File: src/rtl/lsq_dcache_ctrl_if.sv
// Single-port dcache bus between the LSQ head sequencer (master) and the dcache (slave).
interface lsq_dcache_ctrl_if;
  logic [31:0] addr;
  logic [3:0]  rmask;
  logic [3:0]  wmask;
  logic [31:0] wdata;
  logic [31:0] rdata;
  logic        resp;

  modport master (output addr, rmask, wmask, wdata, input rdata, resp);
  modport slave  (input addr, rmask, wmask, wdata, output rdata, resp);
endinterface

File: src/rtl/lsq_dcache_ctrl.sv
// Issues one dcache access per memory-queue head entry, holds it until the response,
// then emits dequeue plus load writeback or store-complete for one cycle.
module lsq_dcache_ctrl #(
  parameter int PHYS_W = 6,
  parameter int ROB_W  = 6
) (
  input  logic              clk,
  input  logic              rst,
  input  logic              head_valid,
  input  logic              head_addr_ready,
  input  logic              head_is_store,
  input  logic [2:0]        head_funct3,
  input  logic [31:0]       head_addr,
  input  logic [31:0]       head_wdata,
  input  logic [PHYS_W-1:0] head_pd,
  input  logic [ROB_W-1:0]  head_rob,
  input  logic [ROB_W-1:0]  rob_commit_idx,
  input  logic              flush,
  lsq_dcache_ctrl_if.master dmem,
  output logic              deq,
  output logic              wb_valid,
  output logic [PHYS_W-1:0] wb_pd,
  output logic [ROB_W-1:0]  wb_rob,
  output logic [31:0]       wb_data,
  output logic              store_done,
  output logic              misalign
);

  typedef enum logic [1:0] {IDLE, WAIT, DONE} state_t;

  state_t            state_reg, state_next;
  logic [31:0]       addr_reg, addr_next, wdata_reg, wdata_next;
  logic [3:0]        rmask_reg, rmask_next, wmask_reg, wmask_next;
  logic              deq_reg, deq_next, wb_valid_reg, wb_valid_next;
  logic              store_done_reg, store_done_next, misalign_reg, misalign_next;
  logic [PHYS_W-1:0] wb_pd_reg, wb_pd_next, pd_reg, pd_next;
  logic [ROB_W-1:0]  wb_rob_reg, wb_rob_next, rob_reg, rob_next;
  logic [31:0]       wb_data_reg, wb_data_next;
  logic              is_store_reg, is_store_next, drop_reg, drop_next;
  logic [2:0]        funct3_reg, funct3_next;
  logic [1:0]        off_reg, off_next;

  logic        issue, head_mis, dropping;
  logic [3:0]  head_mask;
  logic [31:0] rdata_shifted, load_data;

  // funct3[1:0] selects size: 00 byte, 01 half, anything else is a word access
  always_comb begin
    head_mask = 4'b1111;
    head_mis  = 1'b0;
    case (head_funct3[1:0])
      2'b00: head_mask = 4'b0001 << head_addr[1:0];
      2'b01: begin
        head_mask = 4'b0011 << head_addr[1:0];
        head_mis  = head_addr[0];
      end
      default: head_mis = (head_addr[1:0] != 2'b00);
    endcase
  end

  assign issue = head_valid && head_addr_ready && !flush &&
                 (!head_is_store || head_rob == rob_commit_idx);

  assign rdata_shifted = dmem.rdata >> {off_reg, 3'b000};

  always_comb begin
    load_data = rdata_shifted;
    case (funct3_reg[1:0])
      2'b00:   load_data = funct3_reg[2] ? {24'd0, rdata_shifted[7:0]}
                                         : {{24{rdata_shifted[7]}}, rdata_shifted[7:0]};
      2'b01:   load_data = funct3_reg[2] ? {16'd0, rdata_shifted[15:0]}
                                         : {{16{rdata_shifted[15]}}, rdata_shifted[15:0]};
      default: load_data = rdata_shifted;
    endcase
  end

  always_comb begin
    state_next      = state_reg;
    addr_next       = addr_reg;
    wdata_next      = wdata_reg;
    rmask_next      = rmask_reg;
    wmask_next      = wmask_reg;
    deq_next        = 1'b0;
    wb_valid_next   = 1'b0;
    store_done_next = 1'b0;
    misalign_next   = 1'b0;
    wb_pd_next      = wb_pd_reg;
    wb_rob_next     = wb_rob_reg;
    wb_data_next    = wb_data_reg;
    pd_next         = pd_reg;
    rob_next        = rob_reg;
    is_store_next   = is_store_reg;
    funct3_next     = funct3_reg;
    off_next        = off_reg;
    drop_next       = drop_reg;
    dropping        = drop_reg || flush;
    case (state_reg)
      IDLE: begin
        if (issue) begin
          is_store_next = head_is_store;
          funct3_next   = head_funct3;
          off_next      = head_addr[1:0];
          pd_next       = head_pd;
          rob_next      = head_rob;
          drop_next     = 1'b0;
          if (head_mis) begin
            // Misaligned access never reaches the dcache; retire it straight away
            state_next      = DONE;
            deq_next        = 1'b1;
            misalign_next   = 1'b1;
            wb_valid_next   = !head_is_store;
            store_done_next = head_is_store;
            wb_pd_next      = head_pd;
            wb_rob_next     = head_rob;
            wb_data_next    = 32'd0;
          end else begin
            state_next = WAIT;
            addr_next  = {head_addr[31:2], 2'b00};
            wdata_next = head_wdata << {head_addr[1:0], 3'b000};
            rmask_next = head_is_store ? 4'b0000 : head_mask;
            wmask_next = head_is_store ? head_mask : 4'b0000;
          end
        end
      end
      WAIT: begin
        if (flush) drop_next = 1'b1;
        if (dmem.resp) begin
          state_next      = DONE;
          rmask_next      = 4'b0000;
          wmask_next      = 4'b0000;
          drop_next       = 1'b0;
          deq_next        = !dropping;
          wb_valid_next   = !dropping && !is_store_reg;
          store_done_next = !dropping && is_store_reg;
          wb_pd_next      = pd_reg;
          wb_rob_next     = rob_reg;
          if (!is_store_reg) wb_data_next = load_data;
        end
      end
      default: state_next = IDLE;
    endcase
  end

  always_ff @(posedge clk or posedge rst) begin
    if (rst) begin
      state_reg      <= IDLE;
      addr_reg       <= '0;
      wdata_reg      <= '0;
      rmask_reg      <= '0;
      wmask_reg      <= '0;
      deq_reg        <= 1'b0;
      wb_valid_reg   <= 1'b0;
      store_done_reg <= 1'b0;
      misalign_reg   <= 1'b0;
      wb_pd_reg      <= '0;
      wb_rob_reg     <= '0;
      wb_data_reg    <= '0;
      pd_reg         <= '0;
      rob_reg        <= '0;
      is_store_reg   <= 1'b0;
      funct3_reg     <= '0;
      off_reg        <= '0;
      drop_reg       <= 1'b0;
    end else begin
      state_reg      <= state_next;
      addr_reg       <= addr_next;
      wdata_reg      <= wdata_next;
      rmask_reg      <= rmask_next;
      wmask_reg      <= wmask_next;
      deq_reg        <= deq_next;
      wb_valid_reg   <= wb_valid_next;
      store_done_reg <= store_done_next;
      misalign_reg   <= misalign_next;
      wb_pd_reg      <= wb_pd_next;
      wb_rob_reg     <= wb_rob_next;
      wb_data_reg    <= wb_data_next;
      pd_reg         <= pd_next;
      rob_reg        <= rob_next;
      is_store_reg   <= is_store_next;
      funct3_reg     <= funct3_next;
      off_reg        <= off_next;
      drop_reg       <= drop_next;
    end
  end

  assign dmem.addr  = addr_reg;
  assign dmem.wdata = wdata_reg;
  assign dmem.rmask = rmask_reg;
  assign dmem.wmask = wmask_reg;
  // Retirement pulses only ever rise in DONE, so a flush there squashes them outright
  assign deq        = deq_reg && !flush;
  assign wb_valid   = wb_valid_reg && !flush;
  assign store_done = store_done_reg && !flush;
  assign misalign   = misalign_reg && !flush;
  assign wb_pd      = wb_pd_reg;
  assign wb_rob     = wb_rob_reg;
  assign wb_data    = wb_data_reg;

endmodule

File: src/flat_wrapper.sv
// flat-port wrapper written by rule: the top's interface ports become plain ports
module lsq_dcache_ctrl_flat 
#(
  parameter int PHYS_W = 6,
  parameter int ROB_W  = 6
)
  (clk, rst, head_valid, head_addr_ready, head_is_store, head_funct3, head_addr, head_wdata, head_pd, head_rob, rob_commit_idx, flush, deq, wb_valid, wb_pd, wb_rob, wb_data, store_done, misalign, dmem_addr, dmem_rmask, dmem_wmask, dmem_wdata, dmem_rdata, dmem_resp);
  lsq_dcache_ctrl_if dmem_i ();
  input  logic clk;
  input  logic rst;
  input  logic head_valid;
  input  logic head_addr_ready;
  input  logic head_is_store;
  input  logic [2:0] head_funct3;
  input  logic [31:0] head_addr;
  input  logic [31:0] head_wdata;
  input  logic [PHYS_W-1:0] head_pd;
  input  logic [ROB_W-1:0] head_rob;
  input  logic [ROB_W-1:0] rob_commit_idx;
  input  logic flush;
  output logic deq;
  output logic wb_valid;
  output logic [PHYS_W-1:0] wb_pd;
  output logic [ROB_W-1:0] wb_rob;
  output logic [31:0] wb_data;
  output logic store_done;
  output logic misalign;
  output wire logic [$bits(dmem_i.addr)-1:0] dmem_addr;
  output wire logic [$bits(dmem_i.rmask)-1:0] dmem_rmask;
  output wire logic [$bits(dmem_i.wmask)-1:0] dmem_wmask;
  output wire logic [$bits(dmem_i.wdata)-1:0] dmem_wdata;
  input wire logic [$bits(dmem_i.rdata)-1:0] dmem_rdata;
  input wire logic [$bits(dmem_i.resp)-1:0] dmem_resp;
  assign dmem_addr = dmem_i.addr;
  assign dmem_rmask = dmem_i.rmask;
  assign dmem_wmask = dmem_i.wmask;
  assign dmem_wdata = dmem_i.wdata;
  assign dmem_i.rdata = dmem_rdata;
  assign dmem_i.resp = dmem_resp;
  lsq_dcache_ctrl #(.PHYS_W(PHYS_W), .ROB_W(ROB_W)) u_core (.clk(clk), .rst(rst), .head_valid(head_valid), .head_addr_ready(head_addr_ready), .head_is_store(head_is_store), .head_funct3(head_funct3), .head_addr(head_addr), .head_wdata(head_wdata), .head_pd(head_pd), .head_rob(head_rob), .rob_commit_idx(rob_commit_idx), .flush(flush), .dmem(dmem_i), .deq(deq), .wb_valid(wb_valid), .wb_pd(wb_pd), .wb_rob(wb_rob), .wb_data(wb_data), .store_done(store_done), .misalign(misalign));
endmodule
File: config.mk
export PLATFORM = sky130hd
export DESIGN_NAME = lsq_dcache_ctrl_flat
export DESIGN_NICKNAME = d
export VERILOG_FILES = /design/src/rtl/lsq_dcache_ctrl_if.sv /design/src/rtl/lsq_dcache_ctrl.sv /design/src/flat_wrapper.sv
export SDC_FILE = /design/constraint.sdc
export NUM_CORES = 1
export LEC_CHECK = 0
export ABC_AREA = 1
export CORE_MARGIN = 5
export CORE_UTILIZATION = 46
export DETAILED_ROUTE_END_ITERATION = 12
export GPL_ROUTABILITY_DRIVEN = 0
export PLACE_DENSITY = 0.78
export SLEW_MARGIN = 20
export SYNTH_ARGS = -nofsm -noshare
export SYNTH_HDL_FRONTEND = slang
export SYNTH_SLANG_ARGS = --single-unit
File: constraint.sdc
create_clock -name clk -period 5.7 [get_ports clk]
set_clock_uncertainty 0.1 [all_clocks]
set_input_delay 1.14 -clock clk [delete_from_list [all_inputs] [get_ports clk]]
set_output_delay 1.14 -clock clk [all_outputs]
set_load 0.05 [all_outputs]
Word-level counts from Yosys, hierarchy flattened

Index checks and enable logic that the tools add are counted.

Bits in registers: 139
Bits of input ports: 124
Output and inout bits: 120
Word-level logic and storage cells: 108

Equality and inequality tests: 10
Shift-type cells: 4
Multiplexer cells: 48
Bitwise gates (word level): 1
Reductions and logical operators: 27

Operators by type and width:

| operator           | number |
|---|---|
| $mux 32            | 6 |
| $pmux 32 s2        | 2 |
| $mux 6             | 6 |
| $shl 32x5->32      | 1 |
| $shr 32x5->32      | 1 |
| $mux 4             | 7 |
| $pmux 4 s2         | 3 |
| $pmux 6 s2         | 2 |
| $mux 1             | 13 |
| $pmux 1 s2         | 5 |
| $logic_and 1x1->1  | 9 |
| $reduce_and 4->1   | 2 |
| $eq 2x1->1 const B | 3 |
| $eq 6x6->1         | 1 |
| $logic_not 2->1    | 3 |
| $mux 2             | 3 |
| $ne 2x2->1 const B | 3 |
| $reduce_and 3->1   | 2 |
| $reduce_and 5->1   | 1 |
| $logic_not 1->1    | 4 |
| $ne 2x1->1 const B | 2 |
| $pmux 2 s2         | 1 |
| $reduce_and 2->1   | 2 |
| $reduce_bool 2->1  | 2 |
| other kinds (5)    | 6 |

Longest topological paths before layout

Word-level depth: 6
Mapped depth: 13
Mapped depth without buffers: 11

Worst setup path before layout

No wires, ideal clock.

Path type: input-to-output
Start: input flush
End: output deq
Arrival: 1794 ps
Required time: 4460 ps
Path slack: 2666 ps
Stages on the path: 1
Buffers on the path: 0
Cells stage by stage: nor2_1

Longest elaborated chain between the ends: 2

Ends and longest elaborated chain:

| what              | RTL line               | text |
|---|---|---|
| start, declared   | flat_wrapper.sv:20     | `input logic flush;` |
| $logic_not 1->1   | lsq_dcache_ctrl.sv:191 | `assign deq = deq_reg && !flush;` |
| $logic_and 1x1->1 | lsq_dcache_ctrl.sv:191 |  |
| end, declared     | flat_wrapper.sv:21     | `output logic deq;` |

No other way between the ends.

Worst setup path after layout

Start: input flush
End: output wb_valid

Longest elaborated chain between the ends: 2

Ends and longest elaborated chain:

| what              | RTL line               | text |
|---|---|---|
| $logic_not 1->1   | lsq_dcache_ctrl.sv:192 | `assign wb_valid = wb_valid_reg && !flush;` |
| $logic_and 1x1->1 | lsq_dcache_ctrl.sv:192 |  |
| end, declared     | flat_wrapper.sv:22     | `output logic wb_valid;` |

No other way between the ends.

==> impl_results.md <==
- Final setup violation count: 0
- Adder-Cell Fraction of Synth Area: 0%
- CORE AREA: 15,300 um^2
- Most common cell after layout, fill and taps aside: nand2_1
- Initial Utilization: 47.2%
- Via density: 5.11
- VDD IR max: 0.230 mV
- F_max: 256 MHz
- # IOs: 244
- Status: finished, final reports clean
- Count of cell types in the netlist: 29
- CTS H-tree lvls: 4
- Max_cap viols: 0
- Post-synthesis mux area share: 0%
- FF+latch area: 3480 um^2
- DIE AREA: 18,200 um^2
- Cts repair resizes: 0
- Routed WL: 22.6 mm
- Post-route worst setup slack: 1.79 ns
- Layout cells sized above 1: 6.00%
- Synth Area in Compound Gates: 12.9%
- Clock Latency Late Sink: 0.41 ns
- Num rows: 45
- Largest family of logic cells by synthesized area: simple AND/OR/NAND/NOR gates
- GRT Total Usage: 24.8%
- DRT iter0 DRCs: 588
- Setup bufs post-CTS: 0
- Clock slew at reported path FFs: 0.06 ns
- Die X: 135 um
- Gr ovfl total: 0
- Post-DP HPWL: 16.1 mm
- Post-synthesis cell count: 964
- Placed inst area: 9570 um^2
- Pre-CTS setup slack: 1.69 ns
- Min cycle time layout: 3.91 ns
- DRC: 0
- Final Hold Vio Count: 0
- CTS max path bufs: 2
- PwrDens: 406 nW/um^2
- Startpoint types: primary input
- Synth-to-layout area growth: 42.2%
- TritonCTS buffer count: 17
- Worst-margin pin slew: 0.927 ns
- Final Cell Area: 10,200 um^2
- Sequential element share of the synthesized area: 48.3%
- Critical Setup Path Class: primary input to primary output
- Slew Limit Fails: 0
- #FFs+latches synth: 139
- Simple logic cell fraction of the synthesized area: 30.5%
- Wire length of the first global-routing pass: 36.2 mm
- Multi-input gate area in the final layout: 3130 um^2
- Antenna diodes: 0
- Die H: 135 um
- Nets@finish: 1,295
- P_leak: 4.98 nW
- Largest fanout on the critical path: 7
- DR WL/cell: 16.2 um
- Relative slew slack: 38.1%
- Hold Startpoint: u_core.wb_data[7]
- Xor/xnor cell area share of the yosys netlist: 0%
- Port bufs: 241
- Crit. Startpoint: flush
- Syn_area_per_cell: 7.46 um^2
- Clock Sinks: 139
- Initial antenna violation count: 0
- # fillers: 1,292
- CP required: 4.46 ns
- Synthesized area: 7190 um^2
- Synth Warn #: 0
- Via count: 7,127
- Vias in the first global route: 6,925
- Final TNS setup: 0 ns
- Crit path DAT: 2.67 ns
- Post-CTS Hold Fix Bufs: 0
- RSZ-0062 raised after global routing: false
- FF-to-FF Start: u_core.state_reg[1]
- Most frequent cells in the layout: nand2_1 (362), clkdlybuf4s50_1 (241), dfrtp_1 (139), o21ai_0 (129), nand3_1 (78)
- CTS tree: yes
- Routed Antenna Nets: 0
- Maximum number of pins on one net before global-route repair: 76
- Initial DRT Pass Iterations: 5
- Root Driver: clkbuf_16
- Worst Hold Class: flip-flop to flip-flop
- Final period utilization: 68.6%
- Crit. End Element: primary output
- Core Util, Final: 67.0%
-- cells by family (layout without fill, tap and decap cells) --
group           Yosys count  count (layout)
simple gates            522             522
buf+inv                 121             340
other cells               1               2
compound gates          181             181
flops                   139             139
-- report_power, final --
| group | internal (mW) | total (mW) | switching, mW | leakage, nW |
|---|---|---|---|---|
| Sequential | 1.19 | 1.32 | 0.126 | 1.82 |
| Clock | 0.813 | 1.23 | 0.419 | 0.313 |
| Combinational | 0.508 | 1.60 | 1.09 | 2.85 |
| Total | 2.51 | 4.15 | 1.64 | 4.98 |
-- Yosys cell counts, drive strengths merged --
library cell / count / share of area, %
or3: 1 / 0.087
nand3: 81 / 6.1
clkbuf: 27 / 1.4
nand2: 371 / 20
conb: 1 / 0.052
a21oi: 37 / 2.6
buf: 34 / 3.7
clkinv: 3 / 0.16
o21ai: 131 / 9.2
nand3b: 1 / 0.10
nor3: 4 / 0.28
a211oi: 4 / 0.42
o22ai: 9 / 0.78
inv: 57 / 3.0
dfrtp: 139 / 48
nor2: 64 / 4.1
-- stage by stage --
stage / std cells / total power [mW] / hold slack, ns
floorplan: 965 / 2.35 / 0.353
global placement: 1363 / 2.92 / 0.354
detailed placement: 1363 / 2.93 / 0.358
CTS: 1395 / 4.17 / 0.373
global route: 1395 / 4.35 / 0.387
finish: 1395 / 4.15 / 0.369
-- path summary, 6_finish.rpt --
path	end	slack (ns)	cells after the start
max in group asynchronous	u_core.off_reg[0]	3.45	3
setup reg to reg	u_core.wb_data[10]	2.84	7
min in group asynchronous	u_core.wb_data[26]	1.08	2
hold reg to reg	u_core.wb_data[7]	0.37	2
setup / recovery	wb_valid	1.79	3
hold / removal	u_core.wb_data[7]	0.37	2
-- metal layers --
metal | routed length (um) | global-route usage (%)
met5 | 0 | 0
met4 | 610 | 9.07
met3 | 2270 | 8.76
met2 | 10800 | 39.4
met1 | 8950 | 31.4
-- final cells by class --
cell class | count | area share, %
tap | 211 | 2.58
multi-input combinational | 705 | 30.6
sequential | 139 | 34.0
inverter | 60 | 2.25
clock inverter | 10 | 1.82
clock buffer | 22 | 4.64
timing repair buffer | 248 | 24.1
-- worst max-delay path, cell delays in order --
cell and delay, ns:
clkdlybuf4s50_1 0.53, nor2_1 0.15, clkdlybuf4s50_1 0.84
Power figures use the tool's default switching activity.
